`config.mk`:
```
export PLATFORM = sky130hd
export DESIGN_NAME = dds_sweep_ctrl
export DESIGN_NICKNAME = d
export VERILOG_FILES = /design/src/rtl/dds_sweep_ctrl.sv
export SDC_FILE = /design/constraint.sdc
export NUM_CORES = 1
export LEC_CHECK = 0
export ABC_AREA = 0
export CAP_MARGIN = 20
export CORE_AREA = 2 2 129 131
export DETAILED_ROUTE_END_ITERATION = 8
export DIE_AREA = 0 0 131 133
export PLACE_DENSITY_LB_ADDON = 0.3
export SETUP_SLACK_MARGIN = 0.15
export SLEW_MARGIN = 30
export SYNTH_ARGS = -nofsm -noshare
export SYNTH_HDL_FRONTEND = slang
export SYNTH_SLANG_ARGS = --single-unit
```
`constraint.sdc`:
```
create_clock -name clk -period 9.5 [get_ports clk]
set_input_delay 0.95 -clock clk [delete_from_list [all_inputs] [get_ports clk]]
set_output_delay 0.95 -clock clk [all_outputs]
set_load 0.01 [all_outputs]
```
`src/rtl/dds_sweep_ctrl.sv`:
```
// dds_sweep_ctrl
// Drives the DDS datapath configuration (FTW, amplitude, waveform select and
// NCO enable). In IDLE it accepts register writes. A start request runs an
// amplitude attack, a linear frequency sweep with a per-step dwell and
// optional repeat/continuous passes, and then an amplitude release.
// Build option: define DDS_SWEEP_RAMP_EN to get per-cycle amplitude ramps.
// Without it, the amplitude jumps to its target (attack) or to zero (release)
// in a single cycle. All other timing is the same in both builds.
module dds_sweep_ctrl #(
  parameter int W     = 6,
  parameter int AW    = 6,
  parameter int RPT_W = 6
) (
  input  logic          clk,
  input  logic          rst_n,
  input  logic          cfg_we,
  input  logic [2:0]    cfg_addr,
  input  logic [W-1:0]  cfg_data,
  input  logic          start,
  input  logic          stop,
  output logic [W-1:0]  ftw_out,
  output logic [AW-1:0] amp_out,
  output logic [1:0]    wavesel_out,
  output logic          nco_en_out,
  output logic          busy,
  output logic          done
);

`ifdef DDS_SWEEP_RAMP_EN
  localparam bit RAMP_EN = 1'b1;
`else
  localparam bit RAMP_EN = 1'b0;
`endif

  typedef enum logic [1:0] {
    S_IDLE      = 2'd0,
    S_RAMP_UP   = 2'd1,
    S_SWEEP     = 2'd2,
    S_RAMP_DOWN = 2'd3
  } state_t;

  state_t state_reg, state_next;

  // Configuration registers (written only while idle)
  logic [W-1:0]     start_ftw_reg;
  logic [W-1:0]     stop_ftw_reg;
  logic [W-1:0]     step_reg;
  logic [W-1:0]     dwell_reg;
  logic [AW-1:0]    amp_tgt_reg;
  logic             cont_reg;
  logic [1:0]       cfg_ws_reg;
  logic [RPT_W-1:0] rpt_reg;

  // Output and sequencing registers with their next values
  logic [W-1:0]     ftw_reg, ftw_next;
  logic [AW-1:0]    amp_reg, amp_next;
  logic [1:0]       ws_reg, ws_next;
  logic             en_reg, en_next;
  logic             done_reg, done_next;
  logic [W-1:0]     dwell_cnt_reg, dwell_cnt_next;
  logic [RPT_W-1:0] pass_cnt_reg, pass_cnt_next;

  // Sweep arithmetic. The sums are one bit wider so that overflow and
  // underflow are visible in the top bit.
  logic [W:0]   sum_up;
  logic [W:0]   sum_dn;
  logic         dir_up;
  logic         clamp_up;
  logic         clamp_dn;
  logic [W-1:0] ftw_step;
  logic         dwell_done;
  logic         pass_end;
  logic         more_passes;
  logic         amp_at_tgt;
  logic         amp_at_zero;
  logic [AW-1:0] amp_attack;
  logic [AW-1:0] amp_release;

  assign sum_up   = {1'b0, ftw_reg} + {1'b0, step_reg};
  assign sum_dn   = {1'b0, ftw_reg} - {1'b0, step_reg};
  assign dir_up   = (start_ftw_reg <= stop_ftw_reg);
  assign clamp_up = sum_up[W] || (sum_up[W-1:0] > stop_ftw_reg);
  assign clamp_dn = sum_dn[W] || (sum_dn[W-1:0] < stop_ftw_reg);
  assign ftw_step = dir_up ? (clamp_up ? stop_ftw_reg : sum_up[W-1:0])
                           : (clamp_dn ? stop_ftw_reg : sum_dn[W-1:0]);

  assign dwell_done  = (dwell_cnt_reg == dwell_reg);
  // A zero step never leaves start_ftw, so a single dwell there ends the pass.
  assign pass_end    = (ftw_reg == stop_ftw_reg) || (step_reg == '0);
  assign more_passes = cont_reg || (pass_cnt_reg < rpt_reg);
  assign amp_at_tgt  = (amp_reg == amp_tgt_reg);
  assign amp_at_zero = (amp_reg == '0);

  // Amplitude on entry to the attack phase and to the release phase
  assign amp_attack  = RAMP_EN ? '0 : amp_tgt_reg;
  assign amp_release = RAMP_EN ? amp_reg : '0;

  // Configuration register file. Writes are accepted only in IDLE, so the
  // settings stay frozen for the whole run.
  always_ff @(posedge clk or negedge rst_n) begin
    if (!rst_n) begin
      start_ftw_reg <= '0;
      stop_ftw_reg  <= '1;
      step_reg      <= '0;
      dwell_reg     <= '0;
      amp_tgt_reg   <= '0;
      cont_reg      <= 1'b0;
      cfg_ws_reg    <= 2'd0;
      rpt_reg       <= '0;
    end else if (cfg_we && (state_reg == S_IDLE)) begin
      case (cfg_addr)
        3'd0: start_ftw_reg <= cfg_data;
        3'd1: stop_ftw_reg  <= cfg_data;
        3'd2: step_reg      <= cfg_data;
        3'd3: dwell_reg     <= cfg_data;
        3'd4: amp_tgt_reg   <= AW'(cfg_data);
        3'd5: begin
          cont_reg   <= cfg_data[2];
          cfg_ws_reg <= cfg_data[1:0];
        end
        3'd6: rpt_reg       <= RPT_W'(cfg_data);
        default: ;
      endcase
    end
  end

  // FSM state register
  always_ff @(posedge clk or negedge rst_n) begin
    if (!rst_n) begin
      state_reg <= S_IDLE;
    end else begin
      state_reg <= state_next;
    end
  end

  // FSM next-state logic. Stop has priority over normal progress and is
  // ignored once the release phase has begun.
  always_comb begin
    state_next = state_reg;
    case (state_reg)
      S_IDLE: begin
        if (start && !stop) state_next = S_RAMP_UP;
      end
      S_RAMP_UP: begin
        if (stop)                       state_next = S_RAMP_DOWN;
        else if (!RAMP_EN || amp_at_tgt) state_next = S_SWEEP;
      end
      S_SWEEP: begin
        if (stop) begin
          state_next = S_RAMP_DOWN;
        end else if (dwell_done && pass_end && !more_passes) begin
          state_next = S_RAMP_DOWN;
        end
      end
      S_RAMP_DOWN: begin
        if (!RAMP_EN || amp_at_zero) state_next = S_IDLE;
      end
      default: state_next = S_IDLE;
    endcase
  end

  // FSM output logic: next values of the DDS controls and of the counters
  always_comb begin
    ftw_next       = ftw_reg;
    amp_next       = amp_reg;
    ws_next        = ws_reg;
    en_next        = en_reg;
    done_next      = 1'b0;
    dwell_cnt_next = dwell_cnt_reg;
    pass_cnt_next  = pass_cnt_reg;
    case (state_reg)
      S_IDLE: begin
        if (state_next == S_RAMP_UP) begin
          ftw_next      = start_ftw_reg;
          amp_next      = amp_attack;
          ws_next       = cfg_ws_reg;
          en_next       = 1'b1;
          pass_cnt_next = '0;
        end else begin
          ftw_next = '0;
          amp_next = '0;
          ws_next  = 2'd0;
          en_next  = 1'b0;
        end
        dwell_cnt_next = '0;
      end
      S_RAMP_UP: begin
        if (state_next == S_RAMP_DOWN) begin
          amp_next = amp_release;
        end else if (state_next == S_SWEEP) begin
          dwell_cnt_next = '0;
        end else begin
          amp_next = amp_reg + AW'(1);
        end
      end
      S_SWEEP: begin
        if (state_next == S_RAMP_DOWN) begin
          amp_next = amp_release;
        end else if (dwell_done) begin
          dwell_cnt_next = '0;
          if (pass_end) begin
            // A new pass restarts at start_ftw with no ramp and no enable drop
            pass_cnt_next = pass_cnt_reg + RPT_W'(1);
            ftw_next      = start_ftw_reg;
          end else begin
            ftw_next = ftw_step;
          end
        end else begin
          dwell_cnt_next = dwell_cnt_reg + W'(1);
        end
      end
      S_RAMP_DOWN: begin
        if (state_next == S_IDLE) begin
          ftw_next  = '0;
          amp_next  = '0;
          ws_next   = 2'd0;
          en_next   = 1'b0;
          done_next = 1'b1;
        end else begin
          amp_next = amp_reg - AW'(1);
        end
      end
      default: ;
    endcase
  end

  // Registered DDS controls and sequencing counters
  always_ff @(posedge clk or negedge rst_n) begin
    if (!rst_n) begin
      ftw_reg       <= '0;
      amp_reg       <= '0;
      ws_reg        <= 2'd0;
      en_reg        <= 1'b0;
      done_reg      <= 1'b0;
      dwell_cnt_reg <= '0;
      pass_cnt_reg  <= '0;
    end else begin
      ftw_reg       <= ftw_next;
      amp_reg       <= amp_next;
      ws_reg        <= ws_next;
      en_reg        <= en_next;
      done_reg      <= done_next;
      dwell_cnt_reg <= dwell_cnt_next;
      pass_cnt_reg  <= pass_cnt_next;
    end
  end

  assign ftw_out     = ftw_reg;
  assign amp_out     = amp_reg;
  assign wavesel_out = ws_reg;
  assign nco_en_out  = en_reg;
  assign busy        = (state_reg != S_IDLE);
  assign done        = done_reg;

endmodule
```
==> out/metrics.cfg <==
[clock_network]
cts_setup_buffers = 0
clock-sinks = 69
clockRootBuffer = clkbuf_16
cts_tree = built
ctsHoldBuffers = 0
cts_resized = 0
clk_pin_slew_ns = 0.06
ctsHtreeMaxLevel = 3
cts_buffers = 9
cts_buffer_depth = 2
clk_latency_ns = 0.33

[synth]
synth_nets = 553
synth-edff-count = 0
synth_async_sr_flop_share_pct = 100.0
yosys_warnings = 0
yosysSeqAreaShare_pct = 36.76
syn_area_mm2 = 0.004717
synth_cell_types = 63
syn_avg_cell_area_um2 = 9.549
synth_seq_cells = 69
synth_flop_cell = dfrtp_1
synthCells = 494

[timing]
final.setup.worst_slack_ns = 5.576
worst_pin_slew_ns = 0.9300
min_period_ns = 3.925
fmaxAchievable_mhz = 254.8
tns_ns = 0
max_slew_margin_pct = 37.52
clock_skew_ns = 0.006005
whs_ns = 0.4984
rsz0062_at_grt = false
final.period_utilization_pct = 41.31
finalSetupViolCount = 0
slew_violations = 0
hold_violations = 0

[hold_path]
min_to = amp_attack[1]$_DFFE_PN0P_
worstHoldStart = amp_attack[1]$_DFFE_PN0P_
hold_class = flip-flop to flip-flop
holdPathStages = 1

[routing]
wl_um = 12500
drt-vias-per-instance = 5.226
drtIter0Drc = 206
first_pass_iters = 5
drc = 0
num_vias = 3883
wire_per_inst_um = 16.82
ant_nets = 0

[setup_path]
r2r_setup_slack_ns = 5.58
cp.required_ns = 9.71
cp-end-kind = flip-flop
critPathMaxFanout = 8
worstReg2RegEnd = ftw_out[3]$_DFFE_PN0P_
cp-start-kind = flip-flop
rr_startpoint = ftw_out[2]$_DFFE_PN0P_
timing_worst_setup_path_type = flip-flop to flip-flop
reg2regPathDepth = 13
cp_data_arrival_time_ns = 4.14

[placement]
dp_hpwl_um = 9232
pre_cts_ws_ns = 5.591
gp_congestion = 0.8620
portBuffers = 30

[power_and_ir_drop]
p_total_w = 0.002141
cellPowerDensity_mw_per_mm2 = 385.8
power_leakage_nw = 2.397
peakVddDrop_mv = 0.1974

[layout]
nets = 577
utilization_pct = 34.32
fill_cells = 1637
regArea_mm2 = 0.001734
layout-drive-gt1-share_pct = 13.77
multi_input_area_mm2 = 0.002795
mostFrequentLayoutCell = dfrtp_1
n_antenna_cell = 0
syn2layout_area_growth_pct = 17.67
final_cell_mix = 63 x dfrtp_1, 46 x nand2_1, 43 x ha_1

[grt]
grtUsageMet1_pct = 21.09
met2_usage_pct = 23.00
gr-usage-all-layers_pct = 15.00
antenna_found_initial = 0
grt_use_met3_pct = 3.033
gr-max-usage-layer = met2
grt_max_degree = 70
grt_pass1_wl_um = 20330
overflow = 0
grt_pass1_vias = 3823

[floorplan]
fp-row-count = 47
core_area_mm2 = 0.01617
die_x_um = 131
initial_core_util_pct = 29.17
ios = 31
dieArea_mm2 = 0.01742
die_h_um = 133

[flow_run]
cap_violations = 0

[run_status]
status = complete, no violations

==> per-stage QoR <==
step	area (µm²)	instances
2_1_floorplan	4717	494
3_3_place_gp	5214	727
3_5_place_dp	5219	727
4_1_cts	5530	743
5_1_grt	5550	743
6_report	5550	743
==> how the worst max path moves through the flow <==
stage / start / to / depth (start not counted)
after floorplan: ftw_out[2]$_DFFE_PN0P_ / ftw_out[1]$_DFFE_PN0P_ / 14
after global placement: stop / ftw_out[2]$_DFFE_PN0P_ / 8
after detailed placement: stop / ftw_out[3]$_DFFE_PN0P_ / 8
after CTS: ftw_out[2]$_DFFE_PN0P_ / ftw_out[0]$_DFFE_PN0P_ / 13
after global routing: ftw_out[2]$_DFFE_PN0P_ / ftw_out[3]$_DFFE_PN0P_ / 13
final: ftw_out[2]$_DFFE_PN0P_ / ftw_out[3]$_DFFE_PN0P_ / 13
==> Yosys cell counts (4+ instances only) <==
library cell | instances | area, µm²
nor3_1 | 19 | 95.09
xnor2_1 | 9 | 78.83
a21o_1 | 5 | 37.54
nand2b_1 | 10 | 62.56
nand2_1 | 46 | 172.7
xor2_1 | 11 | 96.34
or3_1 | 7 | 43.79
mux2_2 | 31 | 349.1
nor2b_1 | 6 | 37.54
a21oi_1 | 14 | 70.07
nand4_1 | 4 | 25.02
nand3_1 | 12 | 60.06
o211ai_1 | 7 | 52.55
ha_1 | 43 | 538.0
and2_1 | 4 | 25.02
clkbuf_1 | 13 | 48.80
and3_1 | 9 | 56.30
nor2_1 | 16 | 60.06
a22oi_1 | 6 | 45.04
a211oi_1 | 7 | 52.55
dfstp_2 | 6 | 157.7
o221ai_1 | 8 | 70.07
o21ai_0 | 37 | 185.2
inv_1 | 32 | 120.1
dfrtp_1 | 63 | 1577
o31ai_1 | 7 | 52.55
o21a_1 | 8 | 60.06
==> routing by layer <==
layer  wire length [µm]  share of wire, %  vias up
met4                258               2.1        0
met5                  0                 0        -
li1                   -                 -     1847
met1               6036                48     1918
met2               5754                46       94
met3                445               3.6       24
==> critical path, stage by stage (launching register included) <==
cell and delay (ns):
dfrtp_1 0.45, ha_1 0.47, inv_1 0.07, a221oi_1 0.50, nor4_1 0.09, nor3_1 0.28
ha_1 0.30, o21a_1 0.11, o22ai_1 0.13, a21oi_1 0.08, or4b_2 0.71, o221ai_1 0.24
o21ai_0 0.12, mux2_2 0.27
==> final cells by class <==
| cell class | instances | share of cell area [%] |
|---|---|---|
| Clock buffer | 11 | 4.554 |
| Clock inverter | 5 | 1.060 |
| Inverter | 34 | 2.299 |
| Multi-Input combinational cell | 373 | 50.36 |
| Sequential cell | 69 | 31.24 |
| Tap cell | 220 | 4.959 |
| Timing Repair Buffer | 31 | 5.523 |
==> power by group <==
group | total (W) | internal, W | switching (W)
logic | 0.00126 | 0.000540 | 0.000720
clock network | 0.000347 | 0.000217 | 0.000129
registers | 0.000535 | 0.000420 | 0.000115
==> cells by family after synthesis <==
logic type | synth area share [%]
DFF | 36.76
AOI/OAI and AO/OA | 18.41
and+or+nand+nor | 16.39
xor gates and xnor gates | 3.714
muxes | 8.037
adders and majority gates | 12.25
buffers and inverters | 4.430
Note: power is estimated with default switching activity, not from simulation.
